[src/rtl/mem_arbiter_if.sv]
// Requester and memory handshake bundle for mem_arbiter.
// The arbiter uses the slave modport; the surrounding system uses master.
interface mem_arbiter_if #(
    parameter int SIZE   = 8,
    parameter int ADDR_W = 8
);
    logic [2:0]          req;
    logic [2:0]          we;
    logic [2:0]          lock;
    logic [3*ADDR_W-1:0] addr;
    logic [3*SIZE-1:0]   wdata;
    logic [2:0]          gnt;
    logic [2:0]          done;
    logic [2:0]          err;
    logic [SIZE-1:0]     rdata;
    logic                mem_en;
    logic                mem_we;
    logic [ADDR_W-1:0]   mem_addr;
    logic [SIZE-1:0]     mem_wdata;
    logic [SIZE-1:0]     mem_rdata;
    logic                mem_ready;

    modport slave (
        input  req, we, lock, addr, wdata, mem_rdata, mem_ready,
        output gnt, done, err, rdata, mem_en, mem_we, mem_addr, mem_wdata
    );

    modport master (
        output req, we, lock, addr, wdata, mem_rdata, mem_ready,
        input  gnt, done, err, rdata, mem_en, mem_we, mem_addr, mem_wdata
    );
endinterface

[src/rtl/mem_arbiter.sv]
// Three-port round-robin arbiter for the shared single-port memory, with a stall watchdog.
// Optional owner bus-lock re-grant is enabled by defining ARB_LOCK_EN.
module mem_arbiter #(
    parameter int SIZE    = 8,
    parameter int ADDR_W  = 8,
    parameter int TIMEOUT = 16
) (
    input  logic          clk,
    input  logic          rstn,
    mem_arbiter_if.slave  bus
);
    typedef enum logic {IDLE, BUSY} state_t;

    state_t            state, state_nx;
    logic [1:0]        ptr, ptr_nx;
    logic [1:0]        owner, owner_nx;
    logic [1:0]        win;
    logic              found;
    logic [7:0]        wdog, wdog_nx;
    logic [2:0]        gnt_q, gnt_nx;
    logic [2:0]        done_q, done_nx;
    logic [2:0]        err_q, err_nx;
    logic [SIZE-1:0]   rdata_q, rdata_nx;
    logic              mem_en_q, mem_en_nx;
    logic              mem_we_q, mem_we_nx;
    logic [ADDR_W-1:0] mem_addr_q, mem_addr_nx;
    logic [SIZE-1:0]   mem_wdata_q, mem_wdata_nx;
    logic              lock_hold, lock_hold_nx;

    function automatic logic [1:0] wrap3(input logic [1:0] p, input logic [1:0] k);
        logic [2:0] s;
        s = {1'b0, p} + {1'b0, k};
        return (s >= 3'd3) ? 2'(s - 3'd3) : s[1:0];
    endfunction

    // Scan from the farthest candidate to the nearest so the nearest set request wins.
    always_comb begin
        win   = ptr;
        found = 1'b0;
        for (int k = 2; k >= 0; k--) begin
            if (bus.req[wrap3(ptr, 2'(k))]) begin
                win   = wrap3(ptr, 2'(k));
                found = 1'b1;
            end
        end
`ifdef ARB_LOCK_EN
        if (lock_hold && bus.req[owner] && bus.lock[owner]) begin
            win   = owner;
            found = 1'b1;
        end
`endif
    end

`ifndef ARB_LOCK_EN
    logic unused_lock;
    assign unused_lock = ^{bus.lock, lock_hold};
`endif

    always_comb begin
        state_nx     = state;
        ptr_nx       = ptr;
        owner_nx     = owner;
        wdog_nx      = wdog;
        gnt_nx       = gnt_q;
        done_nx      = '0;
        err_nx       = '0;
        rdata_nx     = rdata_q;
        mem_en_nx    = mem_en_q;
        mem_we_nx    = mem_we_q;
        mem_addr_nx  = mem_addr_q;
        mem_wdata_nx = mem_wdata_q;
        lock_hold_nx = 1'b0;
        case (state)
            IDLE: begin
                if (found) begin
                    state_nx     = BUSY;
                    owner_nx     = win;
                    gnt_nx       = 3'b001 << win;
                    mem_en_nx    = 1'b1;
                    mem_we_nx    = bus.we[win];
                    mem_addr_nx  = bus.addr[win*ADDR_W +: ADDR_W];
                    mem_wdata_nx = bus.wdata[win*SIZE +: SIZE];
                    wdog_nx      = '0;
                end
            end
            BUSY: begin
                // mem_ready takes priority over a watchdog expiry in the same cycle.
                if (bus.mem_ready) begin
                    done_nx      = gnt_q;
                    if (!mem_we_q) rdata_nx = bus.mem_rdata;
                    state_nx     = IDLE;
                    gnt_nx       = '0;
                    mem_en_nx    = 1'b0;
                    ptr_nx       = wrap3(owner, 2'd1);
                    lock_hold_nx = 1'b1;
                end else if (TIMEOUT != 0 && ({1'b0, wdog} + 9'd1) == 9'(TIMEOUT)) begin
                    err_nx    = gnt_q;
                    state_nx  = IDLE;
                    gnt_nx    = '0;
                    mem_en_nx = 1'b0;
                    ptr_nx    = wrap3(owner, 2'd1);
                end else begin
                    wdog_nx = wdog + 8'd1;
                end
            end
            default: state_nx = IDLE;
        endcase
    end

    always_ff @(posedge clk) begin
        if (!rstn) begin
            state       <= IDLE;
            ptr         <= '0;
            owner       <= '0;
            wdog        <= '0;
            gnt_q       <= '0;
            done_q      <= '0;
            err_q       <= '0;
            rdata_q     <= '0;
            mem_en_q    <= 1'b0;
            mem_we_q    <= 1'b0;
            mem_addr_q  <= '0;
            mem_wdata_q <= '0;
            lock_hold   <= 1'b0;
        end else begin
            state       <= state_nx;
            ptr         <= ptr_nx;
            owner       <= owner_nx;
            wdog        <= wdog_nx;
            gnt_q       <= gnt_nx;
            done_q      <= done_nx;
            err_q       <= err_nx;
            rdata_q     <= rdata_nx;
            mem_en_q    <= mem_en_nx;
            mem_we_q    <= mem_we_nx;
            mem_addr_q  <= mem_addr_nx;
            mem_wdata_q <= mem_wdata_nx;
            lock_hold   <= lock_hold_nx;
        end
    end

    assign bus.gnt       = gnt_q;
    assign bus.done      = done_q;
    assign bus.err       = err_q;
    assign bus.rdata     = rdata_q;
    assign bus.mem_en    = mem_en_q;
    assign bus.mem_we    = mem_we_q;
    assign bus.mem_addr  = mem_addr_q;
    assign bus.mem_wdata = mem_wdata_q;
endmodule

[src/flat_wrapper.sv]
// flat-port wrapper written by rule: the top's interface ports become plain ports
module mem_arbiter_flat 
#(
    parameter int SIZE    = 8,
    parameter int ADDR_W  = 8,
    parameter int TIMEOUT = 16
)
  (clk, rstn, bus_req, bus_we, bus_lock, bus_addr, bus_wdata, bus_mem_rdata, bus_mem_ready, bus_gnt, bus_done, bus_err, bus_rdata, bus_mem_en, bus_mem_we, bus_mem_addr, bus_mem_wdata);
  mem_arbiter_if #(.SIZE(SIZE), .ADDR_W(ADDR_W)) bus_i ();
  input  logic clk;
  input  logic rstn;
  input wire logic [$bits(bus_i.req)-1:0] bus_req;
  input wire logic [$bits(bus_i.we)-1:0] bus_we;
  input wire logic [$bits(bus_i.lock)-1:0] bus_lock;
  input wire logic [$bits(bus_i.addr)-1:0] bus_addr;
  input wire logic [$bits(bus_i.wdata)-1:0] bus_wdata;
  input wire logic [$bits(bus_i.mem_rdata)-1:0] bus_mem_rdata;
  input wire logic [$bits(bus_i.mem_ready)-1:0] bus_mem_ready;
  output wire logic [$bits(bus_i.gnt)-1:0] bus_gnt;
  output wire logic [$bits(bus_i.done)-1:0] bus_done;
  output wire logic [$bits(bus_i.err)-1:0] bus_err;
  output wire logic [$bits(bus_i.rdata)-1:0] bus_rdata;
  output wire logic [$bits(bus_i.mem_en)-1:0] bus_mem_en;
  output wire logic [$bits(bus_i.mem_we)-1:0] bus_mem_we;
  output wire logic [$bits(bus_i.mem_addr)-1:0] bus_mem_addr;
  output wire logic [$bits(bus_i.mem_wdata)-1:0] bus_mem_wdata;
  assign bus_i.req = bus_req;
  assign bus_i.we = bus_we;
  assign bus_i.lock = bus_lock;
  assign bus_i.addr = bus_addr;
  assign bus_i.wdata = bus_wdata;
  assign bus_i.mem_rdata = bus_mem_rdata;
  assign bus_i.mem_ready = bus_mem_ready;
  assign bus_gnt = bus_i.gnt;
  assign bus_done = bus_i.done;
  assign bus_err = bus_i.err;
  assign bus_rdata = bus_i.rdata;
  assign bus_mem_en = bus_i.mem_en;
  assign bus_mem_we = bus_i.mem_we;
  assign bus_mem_addr = bus_i.mem_addr;
  assign bus_mem_wdata = bus_i.mem_wdata;
  mem_arbiter #(.SIZE(SIZE), .ADDR_W(ADDR_W), .TIMEOUT(TIMEOUT)) u_core (.clk(clk), .rstn(rstn), .bus(bus_i));
endmodule
[config.mk]
export PLATFORM = sky130hd
export DESIGN_NAME = mem_arbiter_flat
export DESIGN_NICKNAME = d
export VERILOG_FILES = /design/src/rtl/mem_arbiter_if.sv /design/src/rtl/mem_arbiter.sv /design/src/flat_wrapper.sv
export SDC_FILE = /design/constraint.sdc
export NUM_CORES = 1
export LEC_CHECK = 0
export CAP_MARGIN = 20
export CORE_MARGIN = 4
export CORE_UTILIZATION = 25
export CTS_CLUSTER_SIZE = 16
export DETAILED_ROUTE_END_ITERATION = 10
export DONT_BUFFER_PORTS = 1
export GPL_TIMING_DRIVEN = 0
export PLACE_DENSITY_LB_ADDON = 0.05
export SLEW_MARGIN = 20
export SYNTH_ARGS = -nofsm -noshare
export SYNTH_HDL_FRONTEND = slang
export SYNTH_SLANG_ARGS = --single-unit
export TNS_END_PERCENT = 5
[constraint.sdc]
create_clock -name clk -period 2 [get_ports clk]
set_clock_uncertainty 0.1 [all_clocks]
set_input_delay 0.3 -clock clk [delete_from_list [all_inputs] [get_ports clk]]
set_output_delay 0.3 -clock clk [all_outputs]
set_load 0.005 [all_outputs]
# Yosys cells after proc, flatten, opt, wreduce, memory -nomap -nowiden
# Index checks and enable logic that the tools add are counted.
# totals
register_bits	48
latch_bits	0
mem_bits_rw	0
mem_bits_ro	0
in_bits	68
out_inout_bits	35
word_cells	85
n_memories	0
# classes
add_sub_neg	9
n_mul	0
div	0
order_cmp	8
eq_ne	5
shifts	3
n_mux	36
bitwise	4
n_reduce_logical	8
# ops
operator	n
variable part select 24 x 6 -> 8 bit	2
two-way mux 8 bit	3
two-way mux 2 bit	9
one-hot mux 8 bit (2 select lines)	1
two-way mux 1 bit	13
less-than comparator 2 x 3 -> 1 bit, second input constant	4
adder 8 x 1 -> 9 bit, second input constant	1
== test 9 x 5 -> 1 bit, second input constant	1
>= comparator 3 x 2 -> 1 bit, second input constant	3
two-way mux 3 bit	3
AND reduction 3 bit	3
adder 8 x 1 -> 8 bit, second input constant	1
binary-select mux 1 bit (select 2 bit)	4
subtractor 2 bit, second input constant	4
adder 2 x 1 -> 3 bit, second input constant	2
one-hot mux 3 bit (2 select lines)	1
AND reduction 2 bit	3
!= test 2 bit, second input constant	2
NOT 1 bit	4
one-hot mux 1 bit (2 select lines)	2
OR reduction 4 bit	1
adder 2 x 2 -> 3 bit, second input constant	1
!= test 3 bit, second input constant	1
left shift 1 x 2 -> 3 bit, first input constant	1
other kinds (3)	3

# Longest topological paths before layout
# Gate-level depths: netlist of run 1.
# logic_depth
depth_word	11
depth_mapped	11

# Worst setup path before layout of run 1
# No wires, ideal clock.
# synth_path
kind	flip-flop to flip-flop
start	reg u_core.ptr[0]
end	reg u_core.mem_addr_q[3], in the netlist u_core.bus.mem_addr[3]
setup_ps	121
arrival_ps	1936
setup_slack_ps	-157
stages_incl_launch_ff	11
cell_sequence	dfxtp_1 -> inv_1 -> ha_1 -> buf_2 -> o32ai_1 -> a32oi_1 -> nand4_1 -> buf_4 -> buf_6 -> mux2i_1 -> o21ai_1
# synth_via
elab_chain_cells	9
word_cells_on_any_way	25
cone_classes	add/sub: 5; order compare: 3; shift: 1; mux: 15; reduce/logical: 1
# synth_rtl
element	line_no	text
from (decl)	mem_arbiter.sv:15	logic [1:0] ptr, ptr_nx;
from (signal assigned)	mem_arbiter.sv:127	ptr <= ptr_nx;
adder 2 x 2 -> 3 bit	mem_arbiter.sv:32	s = {1'b0, p} + {1'b0, k};
>= comparator 3 x 2 -> 1 bit or subtractor 2 bit (tied branches)	mem_arbiter.sv:33	return (s >= 3'd3) ? 2'(s - 3'd3) : s[1:0];
two-way mux 2 bit	mem_arbiter.sv:33	
binary-select mux 1 bit (select 2 bit)	mem_arbiter.sv:41	if (bus.req[wrap3(ptr, 2'(k))]) begin
two-way mux 1 bit (not written as such)	mem_arbiter.sv:41	
two-way mux 2 bit or two-way mux 1 bit (tied branches) (3 in a row)	mem_arbiter.sv:41	
variable part select 24 x 6 -> 8 bit or AND reduction 2 bit (tied branches)	n/a	
to (signal assigned)	mem_arbiter.sv:136	mem_addr_q <= mem_addr_nx;
to (decl)	mem_arbiter.sv:26	logic [ADDR_W-1:0] mem_addr_q, mem_addr_nx;
# Several ways; a longest one is shown, not always the timed one. The select of a mux whose other input is x is not followed.
# A chain may end at the register's enable or synchronous reset.

# Worst setup path in the final report of run 1
# layout_path
start	reg u_core.ptr[0]
end	reg u_core.mem_we_q, in the netlist u_core.bus.mem_we
# layout_via
elab_chain_cells	10
word_cells_on_any_way	26
cone_classes	add/sub: 5; order compare: 3; mux: 17; reduce/logical: 1
# layout_rtl
element	line_no	text
adder 2 x 2 -> 3 bit	mem_arbiter.sv:32	
>= comparator 3 x 2 -> 1 bit or subtractor 2 bit (tied branches)	mem_arbiter.sv:33	
two-way mux 2 bit	mem_arbiter.sv:33	
binary-select mux 1 bit (select 2 bit)	mem_arbiter.sv:41	
two-way mux 1 bit (not written as such)	mem_arbiter.sv:41	
two-way mux 2 bit (3 in a row)	mem_arbiter.sv:41	
binary-select mux 1 bit (select 2 bit)	mem_arbiter.sv:80	mem_we_nx = bus.we[win];
two-way mux 1 bit (not written as such)	mem_arbiter.sv:80	
to (signal assigned)	mem_arbiter.sv:135	mem_we_q <= mem_we_nx;
to (decl)	mem_arbiter.sv:25	logic mem_we_q, mem_we_nx;
# Several ways; a longest one is shown, not always the timed one. The select of a mux whose other input is x is not followed.

==> impl_metrics.tcl, run 1 <==
set metrics [dict create \
    reg2reg_to "u_core.bus.mem_we" \
    ir_drop_mv 0.285 \
    path_max_fanout 6 \
    diodes 0 \
    synth_top_cell_by_area "dfxtp_1" \
    detailedPlace.worstSlack_ps -389 \
    dp_cells 471 \
    vias 2510 \
    setup_viol 30 \
    path_class "reg2reg" \
    port_buffers 0 \
    endpoint_kind "flop" \
    clk_pin_slew_worst_paths_ps 100 \
    place.gp.congestion 0.749 \
    p_int_mw 1.87 \
    tightest_slew_ps 576 \
    crit_arrival_ps 2280 \
    final_antenna_net_count 0 \
    period_needed_ps 2170 \
    setup_ws_ps -173 \
    slew_headroom 0.615 \
    layout-drive-gt1-share 0.273 \
    cts_max_level 2 \
    postRouteWirelength_um 8720 \
    p_clk_frac 0.261 \
    initial_core_util 0.256 \
    grt_use_total 0.136 \
    cts_buffer_depth 2 \
    synth-seq-area-share 0.345 \
    reg2reg_depth 11 \
    grt_pass1_vias 2554 \
    power_switching_mw 0.897 \
    syn_nets 404 \
    synthTopCellsByArea "dfxtp_1 35%, mux2i_1 7.5%, nand2_1 6.5%, o21a_1 5.1%, a31oi_1 4.3%" \
    fin_util 0.333 \
    die_w_um 114 \
    synth_top_area_share 0.345 \
    hold_viol 0 \
    p_sw_frac 0.324 \
    cts_tree "yes" \
    violations "negative setup slack" \
    cp-start-kind "flop" \
    reg2reg_slack_ps -170 \
    rsz0062_at_grt "yes" \
    p_comb_frac 0.314 \
    cap_violations 0 \
    max_freq_mhz 460 \
    syn_inst 331 \
    finalMaxSlewViolations 0 \
    synth.ff_latch_count 48 \
    grt_pass1_wl_um 14000 \
    synth_common_cells "48 x dfxtp_1, 48 x nand2_1, 21 x mux2i_1" \
    seqPwrFrac 0.424 \
    first_iter_violations 90 \
    cts-root-buf "clkbuf_8" \
    cts.sinks 48 \
    grt_overflow 0 \
    area_growth_syn_to_layout_pct 30.3 \
    r2r_start "u_core.ptr[0]" \
    avgSynthCellArea_um2 8.41 \
    rows 38 \
    fin_crit_sh 1.09 \
    core_area_mm2 0.0109 \
    powerDensity_mw_per_mm2 763 \
    clk_latency_ps 300 \
    fp.dieArea_mm2 0.0129 \
    drc 0 \
    synth_top_flop_cell "dfxtp_1" \
    antenna_found_initial 0 \
    numCtsBuffers 5 \
    fp.dieH_um 114 \
    async_flop_share 0 \
    synth_edf_count 0 \
    vias_per_cell 4.99 \
    syn-cell-area_mm2 0.00279 \
    required_ps 2100 \
    leakage_nw 1.37 \
    synth.distinct_cells 57 \
    endpoint "u_core.bus.mem_we" \
    yosys_warnings 0 \
    grt_max_degree 16 \
    status "complete, but fails checks" \
    place_hpwl_um 6230 \
    nets 435 \
    ios 103 \
    hold_path_class "in2reg" \
    firstDrtPassIters 4 \
    startpoint "u_core.ptr[0]" \
    routedWlPerCell_um 17.3 \
    instances_no_fill 503 \
]
## critical path, stage by stage (launching register included)
cell and delay [ps]:
dfxtp_4 410, inv_4 50, ha_4 160, buf_8 120, a22oi_2 180, a31oi_4 110, o311ai_2 270, buf_4 180
a41oi_4 50, buf_4 190, a31oi_1 170, o21ai_1 80
## per-stage QoR
stage          hold WS, ps  cell area (um2)  total power [mW]  setup TNS [ps]
6_report              16.1             3630              2.77           -3290
5_1_grt               1.15             3630              2.96           -6650
2_1_floorplan          329             2830              1.64            -291
3_5_place_dp           342             3010              1.83           -9000
3_3_place_gp           341             3010              1.83          -10030
4_1_cts               2.51             3540              2.81           -3850
## logic make-up (layout without fill, tap and decap cells)
logic type                 count (synthesis)  in the layout  share of synthesized area
AOI/OAI and AO/OA                         98             98                      0.241
xor gates and xnor gates                   2              2                    0.00629
adders and majority gates                  5              5                     0.0225
buffers and inverters                     31             63                     0.0656
DFF                                       48             48                      0.345
muxes                                     22             22                     0.0795
and+or+nand+nor                          125            125                      0.240
## layer usage
metal  wire [um]  track usage  up-vias
li1            -            -     1267
met5           0            0        -
met4          66       0.0313        0
met3         623       0.0435        5
met2        3950        0.208       67
met1        4080        0.189     1171
## cell type report
type	count	area (um2)
Timing Repair Buffer	25	254
Sequential cell	48	973
Buffer	25	226
Inverter	5	25.0
Fill cell	1168	7260
Clock inverter	3	41.3
Clock buffer	5	68.8
Tap cell	140	175
Multi-Input combinational cell	252	1870
## repair_timing
action                                 4_1_cts  5_1_grt
gates cloned                                 3        0
resized for setup                           56       19
pin swaps                                   15       11
setup buffers                               21        0
setup endpoints to repair                   37       34
endpoints found under the hold margin        0        1
hold buffers                                 0        1
## flip-flops by register name, summed over array words and instances, names as in the netlist, 2 cells and up
name and flops:
u_core.bus.mem_wdata 8, u_core.wdog 8, u_core.bus.mem_addr 8, u_core.bus.done 3, u_core.ptr 2, u_core.bus.err 3, u_core.bus.gnt 3, u_core.bus.rdata 8
u_core.owner 2
## how the worst min path moves through the flow
stage,start,endpoint,cells past startpoint
after detailed placement,bus_addr[13],u_core.bus.mem_addr[5],2
after floorplan,bus_addr[12],u_core.bus.mem_addr[4],2
after global placement,bus_mem_rdata[0],u_core.bus.rdata[0],2
final,bus_mem_rdata[1],u_core.bus.rdata[1],2
after CTS,bus_mem_rdata[2],u_core.bus.rdata[2],2
after global routing,bus_mem_rdata[3],u_core.bus.rdata[3],2
## cell usage in the layout, fill, tap and decap left out, types with 5 or more instances in the layout
cell type  netlist  routed
nand3_1          9       6
buf_4            8      16
buf_6            4      14
nor2_1          14      13
o21ai_1         17      21
clkbuf_1         8       7
nand2_1         48      47
mux2i_1         21      17
and2_1           5       5
and3_1          18      16
o21a_1          19      19
clkbuf_8         0       7
a21oi_1         14      11
a31oi_1         19      18
dfxtp_1         48      44
## power groups by stage
stage | Combinational [mW] | Sequential (mW) | Clock (mW)
final | 0.870 | 1.18 | 0.724
after global routing | 0.958 | 1.20 | 0.802
after CTS | 0.861 | 1.18 | 0.769
after detailed placement | 0.631 | 1.20 | 0
after global placement | 0.631 | 1.20 | 0
after floorplan | 0.489 | 1.16 | 0
No activity file was read; power rests on OpenSTA's default activity.
==> run 2: changes to the inputs <==
--- a/config.mk
+++ b/config.mk
@@ -7,7 +7,7 @@
 export LEC_CHECK = 0
 export CAP_MARGIN = 20
 export CORE_MARGIN = 4
-export CORE_UTILIZATION = 25
+export CORE_UTILIZATION = 30
 export CTS_CLUSTER_SIZE = 16
 export DETAILED_ROUTE_END_ITERATION = 10
 export DONT_BUFFER_PORTS = 1
==> constraint.sdc (replaced) <==
create_clock -name clk -period 2 [get_ports clk]
set_clock_uncertainty 0.1 [all_clocks]
set_input_delay 0.3 -clock clk [delete_from_list [all_inputs] [get_ports clk]]
set_output_delay 0.3 -clock clk [all_outputs]
set_load 0.01 [all_outputs]
==> impl_metrics.tcl, run 2 (synthesis results as in run 1) <==
set metrics [dict create \
    endpoint_kind "flop" \
    vias_per_cell 5.28 \
    slew_headroom 0.614 \
    fp.dieArea_mm2 0.0109 \
    cts-root-buf "clkbuf_8" \
    diodes 0 \
    cap_violations 0 \
    port_buffers 0 \
    worst_path_largest_cell_delay_ps 400 \
    clk_pin_slew_worst_paths_ps 100 \
    rows 34 \
    vias 2493 \
    ios 103 \
    core_area_mm2 0.00889 \
    numCtsBuffers 5 \
    violations "negative setup slack" \
    setup_viol 28 \
    nets 436 \
    grt_use_total 0.150 \
    initial_core_util 0.313 \
    crit_arrival_ps 2310 \
    cpMostUsedCell "buf_4" \
    rsz0062_at_grt "yes" \
    routedWlPerCell_um 17.6 \
    finalMaxSlewViolations 0 \
    worstPathCellList "inv_4 > ha_4 > buf_4 > a31oi_2 > o311ai_2 > buf_4 > a41oi_4 > buf_6 > a31oi_1 > o21ai_1" \
    place.gp.congestion 0.742 \
    tightest_slew_ps 577 \
    final_antenna_net_count 0 \
    cp-start-kind "flop" \
    hold_path_class "in2reg" \
    routed.top_layer "met4" \
    wl_met1_um 3750 \
    area_growth_syn_to_layout_pct 25.8 \
    layout_common_cells "48 x nand2_1, 44 x dfxtp_1, 24 x buf_4" \
    ir_drop_mv 0.293 \
    layout-drive-gt1-share 0.272 \
    die_w_um 104 \
    hold_viol 0 \
    fin_crit_sh 1.09 \
    grt_pass1_vias 2578 \
    grt_pass1_wl_um 13400 \
    required_ps 2140 \
    setup_ws_ps -171 \
    first_iter_violations 89 \
    path_max_fanout 8 \
    clk_latency_ps 300 \
    dr_wl_met2_um 3770 \
    final_common_cell "nand2_1" \
    setup-tns-final_ps -3160 \
    grt_overflow 0 \
    max_freq_mhz 461 \
    fp.dieH_um 104 \
    finalPower_mw 2.67 \
    firstDrtPassIters 4 \
    route.met3.wl_um 680 \
    cpMaxStageDelayCell "dfxtp_4" \
    leakage_nw 1.35 \
    place_hpwl_um 5850 \
    cts_max_level 2 \
    postCtsHoldBufs 0 \
    grt_max_degree 16 \
    powerDensity_mw_per_mm2 762 \
    status "complete, but fails checks" \
    cts.sinks 48 \
    antenna_found_initial 0 \
    path_class "reg2reg" \
    postRouteWirelength_um 8290 \
    cts_tree "yes" \
    period_needed_ps 2170 \
    cts_buffer_depth 2 \
    drc 0 \
]
-- run 2: power by group --
part	leakage (nW)	switching, mW	total (mW)	internal, mW
Clock	0.0516	0.356	0.640	0.284
Combinational	0.904	0.413	0.826	0.413
Sequential	0.396	0.147	1.21	1.06
-- run 2: stage by stage --
stage	instances	instance area, um2	hold slack [ps]	setup WS [ps]	util
final	472	3500	15.7	-171	0.394
after global routing	472	3500	3.92	-268	0.394
after CTS	467	3360	5.17	-150	0.378
after detailed placement	439	2970	344	-342	0.334
after global placement	439	2970	339	-372	0.334
after floorplan	331	2830	329	-25.4	-
-- run 2: metal layers --
layer / track usage / vias up
li1: - / 1269
met1: 0.193 / 1142
met2: 0.238 / 76
met3: 0.0571 / 6
met4: 0.0370 / 0
met5: 0 / -
-- run 2: worst max-delay path: cells and delay by family, from the launching register on --
family,cells,cell delay (ps)
compound gates,5,820
fa+ha+maj,1,250
buf+inv,4,550
flops,1,400
-- run 2: what timing repair did --
action,in CTS,in global routing
pin swaps,8,8
setup endpoints to repair,37,34
resized for setup,35,21
cloned,2,2
setup buffers,19,3
-- run 2: final timing paths --
check                                       from                      end  slack [ps]  cells past startpoint
worst min-delay path            bus_mem_rdata[7]      u_core.bus.rdata[7]          20                      2
worst min register to register   u_core.owner[0]          u_core.owner[0]         370                      2
worst max-delay path               u_core.ptr[0]  u_core.bus.mem_wdata[3]        -170                     10
worst max register to register     u_core.ptr[0]  u_core.bus.mem_wdata[3]        -170                     10
-- run 2: final cells by class --
| type | instances | area (um2) |
|---|---|---|
| flip-flops and latches | 48 | 976 |
| repair buffers | 26 | 234 |
| fillers | 907 | 5390 |
| multi-input cells | 252 | 1820 |
| clock buffers | 6 | 82.6 |
| plain buffers | 25 | 219 |
| inverters | 5 | 23.8 |
| well taps | 108 | 135 |
| clock inverters | 2 | 13.8 |
==> run 3: changes to the inputs <==
--- a/config.mk
+++ b/config.mk
@@ -12,7 +12,7 @@
 export DETAILED_ROUTE_END_ITERATION = 10
 export DONT_BUFFER_PORTS = 1
 export GPL_TIMING_DRIVEN = 0
-export PLACE_DENSITY_LB_ADDON = 0.05
+export PLACE_DENSITY = 0.42
 export SLEW_MARGIN = 20
 export SYNTH_ARGS = -nofsm -noshare
 export SYNTH_HDL_FRONTEND = slang
==> impl_metrics.tcl, run 3 (synthesis results as in run 1) <==
set metrics [dict create \
    place_hpwl_um 5870 \
    grt_max_degree 15 \
    stdcell_area_mm2 0.00357 \
    reg2reg_depth 10 \
    leakage_nw 1.35 \
    fp.dieArea_mm2 0.0109 \
    die_w_um 104 \
    fin_crit_sh 1.12 \
    p_comb_frac 0.321 \
    layout_common_cells "48 x nand2_1, 44 x dfxtp_1, 22 x o21ai_1" \
    cpMaxStageDelayCell "dfxtp_4" \
    routedWlPerCell_um 17.7 \
    cp-start-kind "flop" \
    multiInputGateArea_mm2 0.00192 \
    period_needed_ps 2240 \
    rsz0062_at_grt "yes" \
    ios 103 \
    startpoint "u_core.ptr[0]" \
    postRouteWirelength_um 8310 \
    diodes 0 \
    reg2reg_to "u_core.bus.mem_wdata[6]" \
    max_freq_mhz 446 \
    reg2reg_slack_ps -240 \
    path_max_fanout 6 \
    grt_pass1_wl_um 13300 \
    rows 34 \
    area_growth_syn_to_layout_pct 28.0 \
    numCtsBuffers 5 \
    endpoint_kind "flop" \
    required_ps 2090 \
    fp.dieH_um 104 \
    nFillCells 938 \
    cts_max_level 2 \
    worstPathCellList "inv_4 > ha_4 > mux2i_1 > mux2i_1 > o311ai_2 > buf_4 > a41oi_4 > buf_6 > a31oi_1 > o21ai_1" \
    cpMostUsedCell "mux2i_1" \
    initial_core_util 0.313 \
    cts_tree "yes" \
    clk_pin_slew_worst_paths_ps 90 \
    power_switching_mw 0.922 \
    cp_top_family "compound AO/OA/AOI/OAI gates" \
    vias_per_cell 5.31 \
    instances_no_fill 469 \
    first_iter_violations 96 \
    place.gp.congestion 0.772 \
    endpoint "u_core.bus.mem_wdata[6]" \
    cap_violations 0 \
    ir_drop_mv 0.288 \
    grt_overflow 0 \
    setup_viol 32 \
    firstDrtPassIters 4 \
    port_buffers 0 \
    p_clk_frac 0.229 \
    slew_headroom 0.611 \
    finalMaxSlewViolations 0 \
    dp_cells 439 \
    path_class "reg2reg" \
    worst_path_largest_cell_delay_ps 400 \
    placed_area_mm2 0.00297 \
    layout-drive-gt1-share 0.269 \
    tightest_slew_ps 583 \
    core_area_mm2 0.00889 \
    cts_buffer_depth 2 \
    grt_pass1_vias 2466 \
    final_common_cell "nand2_1" \
    antenna_found_initial 0 \
    nets 433 \
    powerDensity_mw_per_mm2 753 \
    final_antenna_net_count 0 \
    setup_ws_ps -240 \
    critical_path_depth 10 \
    clk_latency_ps 300 \
    grt_use_total 0.149 \
    regArea_um2 973 \
    postCtsHoldBufs 0 \
    r2r_start "u_core.ptr[0]" \
    cts.sinks 48 \
    cts-root-buf "clkbuf_8" \
    p_int_mw 1.76 \
    violations "negative setup slack" \
    hold_viol 0 \
    cp_num_buf_inv 3 \
    hold_path_class "in2reg" \
    crit_arrival_ps 2330 \
    seqPwrFrac 0.450 \
    vias 2492 \
    p_sw_frac 0.343 \
    drc 0 \
    status "complete, but fails checks" \
]
[run 3: cell types whose count changed in the layout (fill, tap and decap cells not counted), sizes merged]
cell,before,now
buf,41,39
clkinv,2,1
[run 3: worst min-delay path by stage]
stage          cells past startpoint        startpoint  slack [ps]                      to
5_1_grt                            2  bus_mem_rdata[3]          20     u_core.bus.rdata[3]
2_1_floorplan                      2      bus_addr[12]         330  u_core.bus.mem_addr[4]
4_1_cts                            2      bus_addr[12]          10  u_core.bus.mem_addr[4]
3_5_place_dp                       2      bus_addr[12]         340  u_core.bus.mem_addr[4]
6_report                           2  bus_mem_rdata[7]          30     u_core.bus.rdata[7]
3_3_place_gp                       2      bus_addr[12]         340  u_core.bus.mem_addr[4]
[run 3: power by group through the flow]
stage	Clock, mW	Combinational, mW	Sequential (mW)
floorplan	0	0.488	1.19
global placement	0	0.619	1.23
detailed placement	0	0.622	1.23
CTS	0.654	0.796	1.21
global route	0.684	0.938	1.23
finish	0.615	0.862	1.21
[run 3: through the flow]
stage | total power, mW | hold WS (ps) | setup WS, ps | utilization | setup TNS [ps]
detailed placement | 1.86 | 340 | -398 | 0.334 | -8950
global placement | 1.85 | 339 | -363 | 0.334 | -8550
floorplan | 1.68 | 329 | -25.4 | - | -291
global route | 2.85 | 20.1 | -323 | 0.401 | -8470
finish | 2.69 | 32.4 | -240 | 0.401 | -5370
CTS | 2.66 | 13.2 | -213 | 0.380 | -5510
[run 3: area by class of cell]
class	count	area share
well taps	108	0.0379
clock inverters	1	0.00175
flip-flops and latches	48	0.273
repair buffers	23	0.0572
clock buffers	7	0.0242
multi-input cells	252	0.538
plain buffers	25	0.0621
inverters	5	0.00596
[run 3: metal layers]
metal	track usage	routed length (um)	vias up
li1	-	-	1255
met1	0.200	4010	1163
met2	0.234	3660	72
met3	0.0521	621	2
met4	0.0228	29	0
met5	0	0	-
[run 3: timing repair]
| item | 4_1_cts | 5_1_grt |
|---|---|---|
| pin swaps | 11 | 15 |
| resized for setup | 42 | 24 |
| cloned | 2 | 0 |
| setup buffers | 19 | 2 |
| setup endpoints to repair | 37 | 34 |
